`src/rtl/boot_pkg.sv`:
```
// Shared types and helpers for the UART boot loader: FSM states, error codes,
// handshake bytes and the CRC-8 (poly 0x07) update used on the download stream.
package boot_pkg;

    typedef enum logic [2:0] {
        IDLE    = 3'd0,
        LEN_LO  = 3'd1,
        LEN_HI  = 3'd2,
        PAYLOAD = 3'd3,
        CHK     = 3'd4,
        DONE    = 3'd5,
        ERR     = 3'd6
    } boot_state_e;

    typedef enum logic [1:0] {
        ERR_NONE    = 2'b00,
        ERR_CRC     = 2'b01,
        ERR_LEN     = 2'b10,
        ERR_TIMEOUT = 2'b11
    } boot_err_e;

    localparam logic [7:0] ACK_BYTE = 8'h06;
    localparam logic [7:0] NAK_BYTE = 8'h15;

    // One byte of CRC-8, MSB first, no reflection, no final xor.
    function automatic logic [7:0] crc8_step(input logic [7:0] crc, input logic [7:0] data);
        logic [7:0] c;
        c = crc ^ data;
        for (int i = 0; i < 8; i++) begin
            c = c[7] ? ({c[6:0], 1'b0} ^ 8'h07) : {c[6:0], 1'b0};
        end
        return c;
    endfunction

endpackage

```
`src/rtl/boot_timeout_cnt.sv`:
```
// Inter-byte gap counter: counts enabled idle cycles and flags the cycle in
// which the LIMIT-th consecutive idle cycle is reached.
module boot_timeout_cnt #(
    parameter int unsigned LIMIT = 1_000_000
) (
    input  logic clk,
    input  logic reset,
    input  logic en_i,
    input  logic clr_i,
    output logic expired_o
);

    localparam int unsigned CW = $clog2(LIMIT + 1);

    logic [CW-1:0] cnt_q, cnt_d;

    assign expired_o = en_i && (cnt_q == CW'(LIMIT - 1));

    always_comb begin
        cnt_d = cnt_q;
        if (!en_i || clr_i) begin
            cnt_d = '0;
        end else if (!expired_o) begin
            cnt_d = cnt_q + CW'(1);
        end
    end

    always_ff @(posedge clk) begin
        if (reset) begin
            cnt_q <= '0;
        end else begin
            cnt_q <= cnt_d;
        end
    end

endmodule

```
`src/rtl/uart_boot_ctrl.sv`:
```
// UART boot controller: receives a framed image, writes it word by word into imem
// and holds the core in reset until the CRC checks out. BOOT_ECHO_EN adds a byte echo/ACK/NAK port.
module uart_boot_ctrl
    import boot_pkg::*;
#(
    parameter int unsigned ADDR_W      = 14,
    parameter int unsigned TIMEOUT_CYC = 1_000_000,
    parameter logic [7:0]  SYNC_BYTE   = 8'hA5
) (
    input  logic              clk,
    input  logic              reset,
    input  logic              rx_valid_i,
    input  logic [7:0]        rx_data_i,
    output logic              imem_sel_o,
    output logic              imem_we_o,
    output logic [ADDR_W-1:0] imem_addr_o,
    output logic [31:0]       imem_wdata_o,
    output logic              cpu_reset_o,
    output logic              done_o,
    output logic [1:0]        err_o,
`ifdef BOOT_ECHO_EN
    output logic              tx_valid_o,
    output logic [7:0]        tx_data_o,
    input  logic              tx_ready_i,
`endif
    output logic [2:0]        state_o
);

    boot_state_e       state_q, state_d;
    boot_err_e         err_q, err_d;
    logic [7:0]        len_lo_q, len_lo_d;
    logic [15:0]       len_q, len_d;
    logic [7:0]        crc_q, crc_d;
    logic [1:0]        byte_idx_q, byte_idx_d;
    logic [31:0]       wdata_q, wdata_d;
    logic [ADDR_W-1:0] addr_q, addr_d;
    logic              we_q, we_d;
    logic [15:0]       len_n;
    logic              in_frame, rx_sync, gap_expired;

    assign in_frame = (state_q == LEN_LO) || (state_q == LEN_HI) ||
                      (state_q == PAYLOAD) || (state_q == CHK);
    assign rx_sync  = rx_valid_i && (rx_data_i == SYNC_BYTE);
    assign len_n    = {rx_data_i, len_lo_q};

    boot_timeout_cnt #(
        .LIMIT (TIMEOUT_CYC)
    ) u_gap (
        .clk       (clk),
        .reset     (reset),
        .en_i      (in_frame),
        .clr_i     (rx_valid_i),
        .expired_o (gap_expired)
    );

    always_comb begin
        state_d    = state_q;
        err_d      = err_q;
        len_lo_d   = len_lo_q;
        len_d      = len_q;
        crc_d      = crc_q;
        byte_idx_d = byte_idx_q;
        wdata_d    = wdata_q;
        addr_d     = addr_q;
        we_d       = 1'b0;

        // The address advances in the cycle after each write strobe.
        if (we_q) begin
            addr_d = addr_q + ADDR_W'(1);
        end

        case (state_q)
            IDLE, ERR: begin
                if (rx_sync) begin
                    state_d    = LEN_LO;
                    err_d      = ERR_NONE;
                    crc_d      = 8'h00;
                    byte_idx_d = 2'd0;
                    addr_d     = '0;
                end
            end
            LEN_LO: begin
                if (rx_valid_i) begin
                    len_lo_d = rx_data_i;
                    crc_d    = crc8_step(crc_q, rx_data_i);
                    state_d  = LEN_HI;
                end
            end
            LEN_HI: begin
                if (rx_valid_i) begin
                    len_d = len_n;
                    crc_d = crc8_step(crc_q, rx_data_i);
                    if (32'(len_n) > (32'd1 << ADDR_W)) begin
                        state_d = ERR;
                        err_d   = ERR_LEN;
                    end else if (len_n == 16'd0) begin
                        state_d = CHK;
                    end else begin
                        state_d = PAYLOAD;
                    end
                end
            end
            PAYLOAD: begin
                if (rx_valid_i) begin
                    crc_d = crc8_step(crc_q, rx_data_i);
                    wdata_d[{byte_idx_q, 3'b000} +: 8] = rx_data_i;
                    byte_idx_d = byte_idx_q + 2'd1;
                    if (byte_idx_q == 2'd3) begin
                        we_d = 1'b1;
                        if ((32'(addr_q) + 32'd1) == 32'(len_q)) begin
                            state_d = CHK;
                        end
                    end
                end
            end
            CHK: begin
                if (rx_valid_i) begin
                    if (rx_data_i == crc_q) begin
                        state_d = DONE;
                    end else begin
                        state_d = ERR;
                        err_d   = ERR_CRC;
                    end
                end
            end
            DONE: state_d = IDLE;
            default: state_d = IDLE;
        endcase

        // A byte arriving in the expiry cycle has already been consumed above.
        if (in_frame && gap_expired && !rx_valid_i) begin
            state_d = ERR;
            err_d   = ERR_TIMEOUT;
        end
    end

    always_ff @(posedge clk) begin
        if (reset) begin
            state_q    <= IDLE;
            err_q      <= ERR_NONE;
            len_lo_q   <= 8'h00;
            len_q      <= 16'h0000;
            crc_q      <= 8'h00;
            byte_idx_q <= 2'd0;
            wdata_q    <= 32'h0000_0000;
            addr_q     <= '0;
            we_q       <= 1'b0;
        end else begin
            state_q    <= state_d;
            err_q      <= err_d;
            len_lo_q   <= len_lo_d;
            len_q      <= len_d;
            crc_q      <= crc_d;
            byte_idx_q <= byte_idx_d;
            wdata_q    <= wdata_d;
            addr_q     <= addr_d;
            we_q       <= we_d;
        end
    end

    // The core stays in reset in ERR too: imem holds a corrupt image there.
    assign imem_sel_o   = in_frame || (state_q == DONE);
    assign cpu_reset_o  = reset || (state_q != IDLE);
    assign imem_we_o    = we_q;
    assign imem_addr_o  = addr_q;
    assign imem_wdata_o = wdata_q;
    assign done_o       = (state_q == DONE);
    assign err_o        = err_q;
    assign state_o      = state_q;

`ifdef BOOT_ECHO_EN
    logic       tx_valid_q, resp_pend_q;
    logic [7:0] tx_data_q, resp_byte_q;
    logic       rx_accept, slot_free;

    assign rx_accept = rx_valid_i && (in_frame || (rx_sync && ((state_q == IDLE) || (state_q == ERR))));
    assign slot_free = !tx_valid_q || tx_ready_i;

    // Echo bytes win the slot; the ACK/NAK waits until the slot frees up.
    always_ff @(posedge clk) begin
        if (reset) begin
            tx_valid_q  <= 1'b0;
            tx_data_q   <= 8'h00;
            resp_pend_q <= 1'b0;
            resp_byte_q <= 8'h00;
        end else begin
            if (tx_valid_q && tx_ready_i) begin
                tx_valid_q <= 1'b0;
            end
            if (slot_free && rx_accept) begin
                tx_valid_q <= 1'b1;
                tx_data_q  <= rx_data_i;
            end else if (slot_free && resp_pend_q) begin
                tx_valid_q  <= 1'b1;
                tx_data_q   <= resp_byte_q;
                resp_pend_q <= 1'b0;
            end
            if ((state_d == DONE) && (state_q != DONE)) begin
                resp_pend_q <= 1'b1;
                resp_byte_q <= ACK_BYTE;
            end else if ((state_d == ERR) && (state_q != ERR)) begin
                resp_pend_q <= 1'b1;
                resp_byte_q <= NAK_BYTE;
            end
        end
    end

    assign tx_valid_o = tx_valid_q;
    assign tx_data_o  = tx_data_q;
`else
    // Without the echo path frame bytes are consumed silently.
`endif

endmodule

```
`config.mk`:
```
export PLATFORM = sky130hd
export DESIGN_NAME = uart_boot_ctrl
export DESIGN_NICKNAME = d
export VERILOG_FILES = /design/src/rtl/boot_pkg.sv /design/src/rtl/boot_timeout_cnt.sv /design/src/rtl/uart_boot_ctrl.sv
export SDC_FILE = /design/constraint.sdc
export NUM_CORES = 1
export LEC_CHECK = 0
export BUFFER_PORTS_ARGS = -buffer_cell sky130_fd_sc_hd__buf_2
export CAP_MARGIN = 10
export CORE_UTILIZATION = 40
export CTS_CLUSTER_DIAMETER = 60
export DETAILED_ROUTE_END_ITERATION = 10
export PLACE_DENSITY = 0.58
export REMOVE_ABC_BUFFERS = 1
export SYNTH_ARGS = -nofsm -noshare
export SYNTH_HDL_FRONTEND = slang
export SYNTH_SLANG_ARGS = --single-unit
```
`constraint.sdc`:
```
create_clock -name clk -period 2.6 [get_ports clk]
set_clock_uncertainty 0.15 [all_clocks]
set_input_delay 0.39 -clock clk [delete_from_list [all_inputs] [get_ports clk]]
set_output_delay 0.39 -clock clk [all_outputs]
set_load 0.005 [all_outputs]
```
==> impl_metrics.json <==
{
  "crit_arrival_ps": 2560,
  "multi_input_comb_area_um2": 3000,
  "num_rows": 41,
  "worst_path_class_setup": "reg2reg",
  "synth_edf_count": 0,
  "route.detailed.drc": 0,
  "post_synth_and_or_nand_nor_area_fraction_pct": 28.4,
  "max-cap-violations": 0,
  "setup_slack_ps": 138,
  "die_h_um": 117,
  "cts_setup_buffers": 0,
  "synth_warnings": 0,
  "placeableCoreArea_um2": 12800,
  "synth.most_common_cell": "sky130_fd_sc_hd__dfxtp_1",
  "hpwlAfterDp_um": 9610,
  "synthDominantAreaCellType": "sky130_fd_sc_hd__dfxtp_1",
  "clock_sink_count": 106,
  "power-per-cell-area_nw_per_um2": 614,
  "compound_gate_portion_of_the_synthesized_area_pct": 10.7,
  "synth-async-reset-ratio_pct": 0,
  "total_leakage_power_nw": 2.35,
  "place.port_buffers": 65,
  "finalWorstPathRequiredPeriod_ps": 2460,
  "power.total_mw": 3.84,
  "main_combinational_cell_family_by_area_after_synthesis": "simple AND/OR/NAND/NOR gates",
  "cp_cell_sequence": "ha_1, and3_2, nand4_1, nor4bb_1, o22ai_1, nor4_4, nor2_1, a32o_1",
  "outcome": "finished clean",
  "worst_ep_required_time_ps": 2700,
  "fin_crit_sh_pct": 94.7,
  "first_global_vias": 4588,
  "synth_common_cells": "sky130_fd_sc_hd__dfxtp_1, sky130_fd_sc_hd__nand2_1, sky130_fd_sc_hd__nor2_1, sky130_fd_sc_hd__a21oi_1, sky130_fd_sc_hd__nand3_1",
  "report.final.setup_viol": 0,
  "slowest_delay_ps": 350,
  "grt_first_pass_wirelength_um": 22800,
  "layout-drive-gt1-share_pct": 18.8,
  "worst_setup_hold_path_clk_slew_ps": 70,
  "fill_cells": 1298,
  "count_of_cell_types_in_the_netlist": 56,
  "antenna-diode-count": 0,
  "start_util_pct": 41.6,
  "grt.overflow.total": 0,
  "route.detailed.vias_per_inst": 5.39,
  "top_level_port_count": 66,
  "dpl_worst_slack_ps": 76.9,
  "vdd_ir_drop_max_uv": 375,
  "avgRoutedWirePerCell_um": 15.3,
  "ys_ff_latch": 106,
  "synthesis.area_per_instance_um2": 8.11,
  "maxSlewViolCount": 0,
  "transition_time_at_the_pin_with_the_least_slew_margin_ps": 725,
  "grt_max_degree": 71,
  "firstDrtPassIters": 5,
  "worst_hold_path_type": "in2reg",
  "routed_wirelength_um": 13800,
  "postSynthCellCount": 657,
  "cts_tree": "yes",
  "cp_max_fo": 7,
  "synth_fa_ha_area_share_pct": 2.58,
  "tritoncts.num_buffers": 9,
  "yosys_most_used_dff": "sky130_fd_sc_hd__dfxtp_1",
  "cts.htree.levels": 3,
  "clk-insertion-delay-late_ps": 350,
  "ff_latch_area_um2": 2130,
  "ys_top_cells_by_area": "sky130_fd_sc_hd__dfxtp_1, sky130_fd_sc_hd__nand2_1, sky130_fd_sc_hd__a21oi_1",
  "antenna_found_initial": 0,
  "num-nets-final": 745,
  "drt_antenna_net_count": 0,
  "fraction_of_the_yosys_area_taken_by_sequential_cells_pct": 39.8,
  "synth_xor_area_share_pct": 11.5,
  "synthesis.area_um2": 5330,
  "cts_buffer_depth": 2,
  "clock-root-buffer": "sky130_fd_sc_hd__clkbuf_16",
  "critPathLaunchType": "flip-flop",
  "critical_path.slowest_cell": "sky130_fd_sc_hd__nor4_4",
  "total_die_area_um2": 13800,
  "areaGrowthSynthToFinish_pct": 17.1,
  "cp-end-kind": "flip-flop",
  "finalWeightedCongestion": 0.864,
  "fmaxAchievable_mhz": 406,
  "mux_cell_area_share_after_synthesis_pct": 2.68,
  "grt_util_all_layers_pct": 20.1,
  "final-hold-violation-count": 0,
  "drt_first_iter_violations": 214,
  "tightest_slew_margin_relative_to_the_limit_pct": 51.6,
  "post-synth-top-area-fraction_pct": 39.8,
  "num_vias": 4851,
  "die_width_um": 117
}
-- metrics by stage --
step | area [um2] | hold slack, ps | utilization, % | cells | TNS, ps
after floorplan | 5130 | 281 | - | 614 | -4550
after detailed placement | 5930 | 293 | 46.2 | 884 | 0
after global routing | 6240 | 190 | 48.7 | 900 | -21.2
after CTS | 6220 | 174 | 48.5 | 900 | 0
final | 6240 | 191 | 48.7 | 900 | 0
after global placement | 5930 | 286 | 46.2 | 884 | 0
-- metal layers --
layer / vias to the layer above / track usage (%) / part of all wire [%]
li1: 2396 / - / -
met1: 2291 / 25.2 / 45
met2: 147 / 34.0 / 48
met3: 17 / 5.38 / 5.9
met4: 0 / 4.81 / 1.1
met5: - / 0 / 0
-- registers in the layout, summed over array words and instances, names as in the netlist --
register	cells
u_gap.cnt_q	20
imem_addr_o	14
imem_wdata_o	32
byte_idx_q	2
crc_q	8
imem_we_o	1
state_o	3
len_lo_q	8
err_o	2
len_q	16
-- report_power, final --
group	switching, mW	internal, mW
Clock	0.645	0.691
Combinational	0.445	0.321
Sequential	0.0479	1.69
-- worst max-delay path: cells and delay by family (launching register included) --
kind | cells | cell delay (ps)
compound gates | 2 | 450
simple gates | 5 | 1160
fa+ha+maj | 1 | 270
flops | 1 | 320
-- final timing paths --
path,slack [ps],start,depth (start not counted),endpoint
worst min register to register,300,imem_wdata_o[9]$_SDFFE_PP0P_,2,imem_wdata_o[9]$_SDFFE_PP0P_
worst min-delay path,190,reset,2,state_o[2]$_SDFFE_PP0P_
worst max register to register,140,imem_addr_o[0]$_SDFF_PP0_,8,state_o[1]$_SDFFE_PP0P_
worst max-delay path,140,imem_addr_o[0]$_SDFF_PP0_,8,state_o[1]$_SDFFE_PP0P_
-- cells in the final DEF, fill, tap and decap left out, types with 2 or more instances in the layout --
| master | instances |
|---|---|
| sky130_fd_sc_hd__or3_1 | 5 |
| sky130_fd_sc_hd__nor2_2 | 2 |
| sky130_fd_sc_hd__nor3_2 | 2 |
| sky130_fd_sc_hd__clkinv_4 | 2 |
| sky130_fd_sc_hd__mux2i_1 | 12 |
| sky130_fd_sc_hd__nand4_1 | 12 |
| sky130_fd_sc_hd__and3_1 | 7 |
| sky130_fd_sc_hd__inv_1 | 10 |
| sky130_fd_sc_hd__nor4_2 | 4 |
| sky130_fd_sc_hd__and2_1 | 5 |
| sky130_fd_sc_hd__clkbuf_16 | 9 |
| sky130_fd_sc_hd__o2111ai_1 | 2 |
| sky130_fd_sc_hd__buf_2 | 65 |
| sky130_fd_sc_hd__nor3b_1 | 3 |
| sky130_fd_sc_hd__mux2_2 | 2 |
| sky130_fd_sc_hd__and4_1 | 4 |
| sky130_fd_sc_hd__ha_1 | 11 |
| sky130_fd_sc_hd__nand4_2 | 2 |
| sky130_fd_sc_hd__nand2b_1 | 4 |
| sky130_fd_sc_hd__xor2_1 | 35 |
| sky130_fd_sc_hd__a22oi_1 | 8 |
| sky130_fd_sc_hd__nor2b_1 | 5 |
| sky130_fd_sc_hd__o211ai_1 | 2 |
| sky130_fd_sc_hd__nor3_1 | 13 |
| sky130_fd_sc_hd__nand4b_1 | 3 |
| sky130_fd_sc_hd__nand2_1 | 95 |
| sky130_fd_sc_hd__o32ai_1 | 2 |
| sky130_fd_sc_hd__buf_4 | 33 |
| sky130_fd_sc_hd__nor2_1 | 65 |
| sky130_fd_sc_hd__o31ai_1 | 2 |
| sky130_fd_sc_hd__nand3_1 | 53 |
| sky130_fd_sc_hd__nor4_1 | 10 |
| sky130_fd_sc_hd__dfxtp_2 | 3 |
| sky130_fd_sc_hd__dfxtp_1 | 103 |
| sky130_fd_sc_hd__o21ai_0 | 8 |
| sky130_fd_sc_hd__xnor2_1 | 35 |
| sky130_fd_sc_hd__a21oi_1 | 63 |
-- kinds of logic after synthesis --
kind of cell / count (synthesis)
compound gates: 98
xor+xnor: 70
fa+ha+maj: 11
buf+inv: 53
flops: 106
mux: 14
simple gates: 305
-- repair_timing --
action	4_1_cts	5_1_grt
hold buffers	0	0
endpoints found under the setup margin	0	3
gates resized for setup	0	9
-- cell type report --
cell class | instances | share of cell area [%]
Sequential cell | 106 | 34.0
Tap cell | 172 | 3.45
Inverter | 10 | 0.601
Clock buffer | 11 | 3.89
Multi-Input combinational cell | 498 | 48.1
Timing Repair Buffer | 98 | 9.18
Clock inverter | 5 | 0.721
Note: power is estimated with default switching activity, not from simulation.
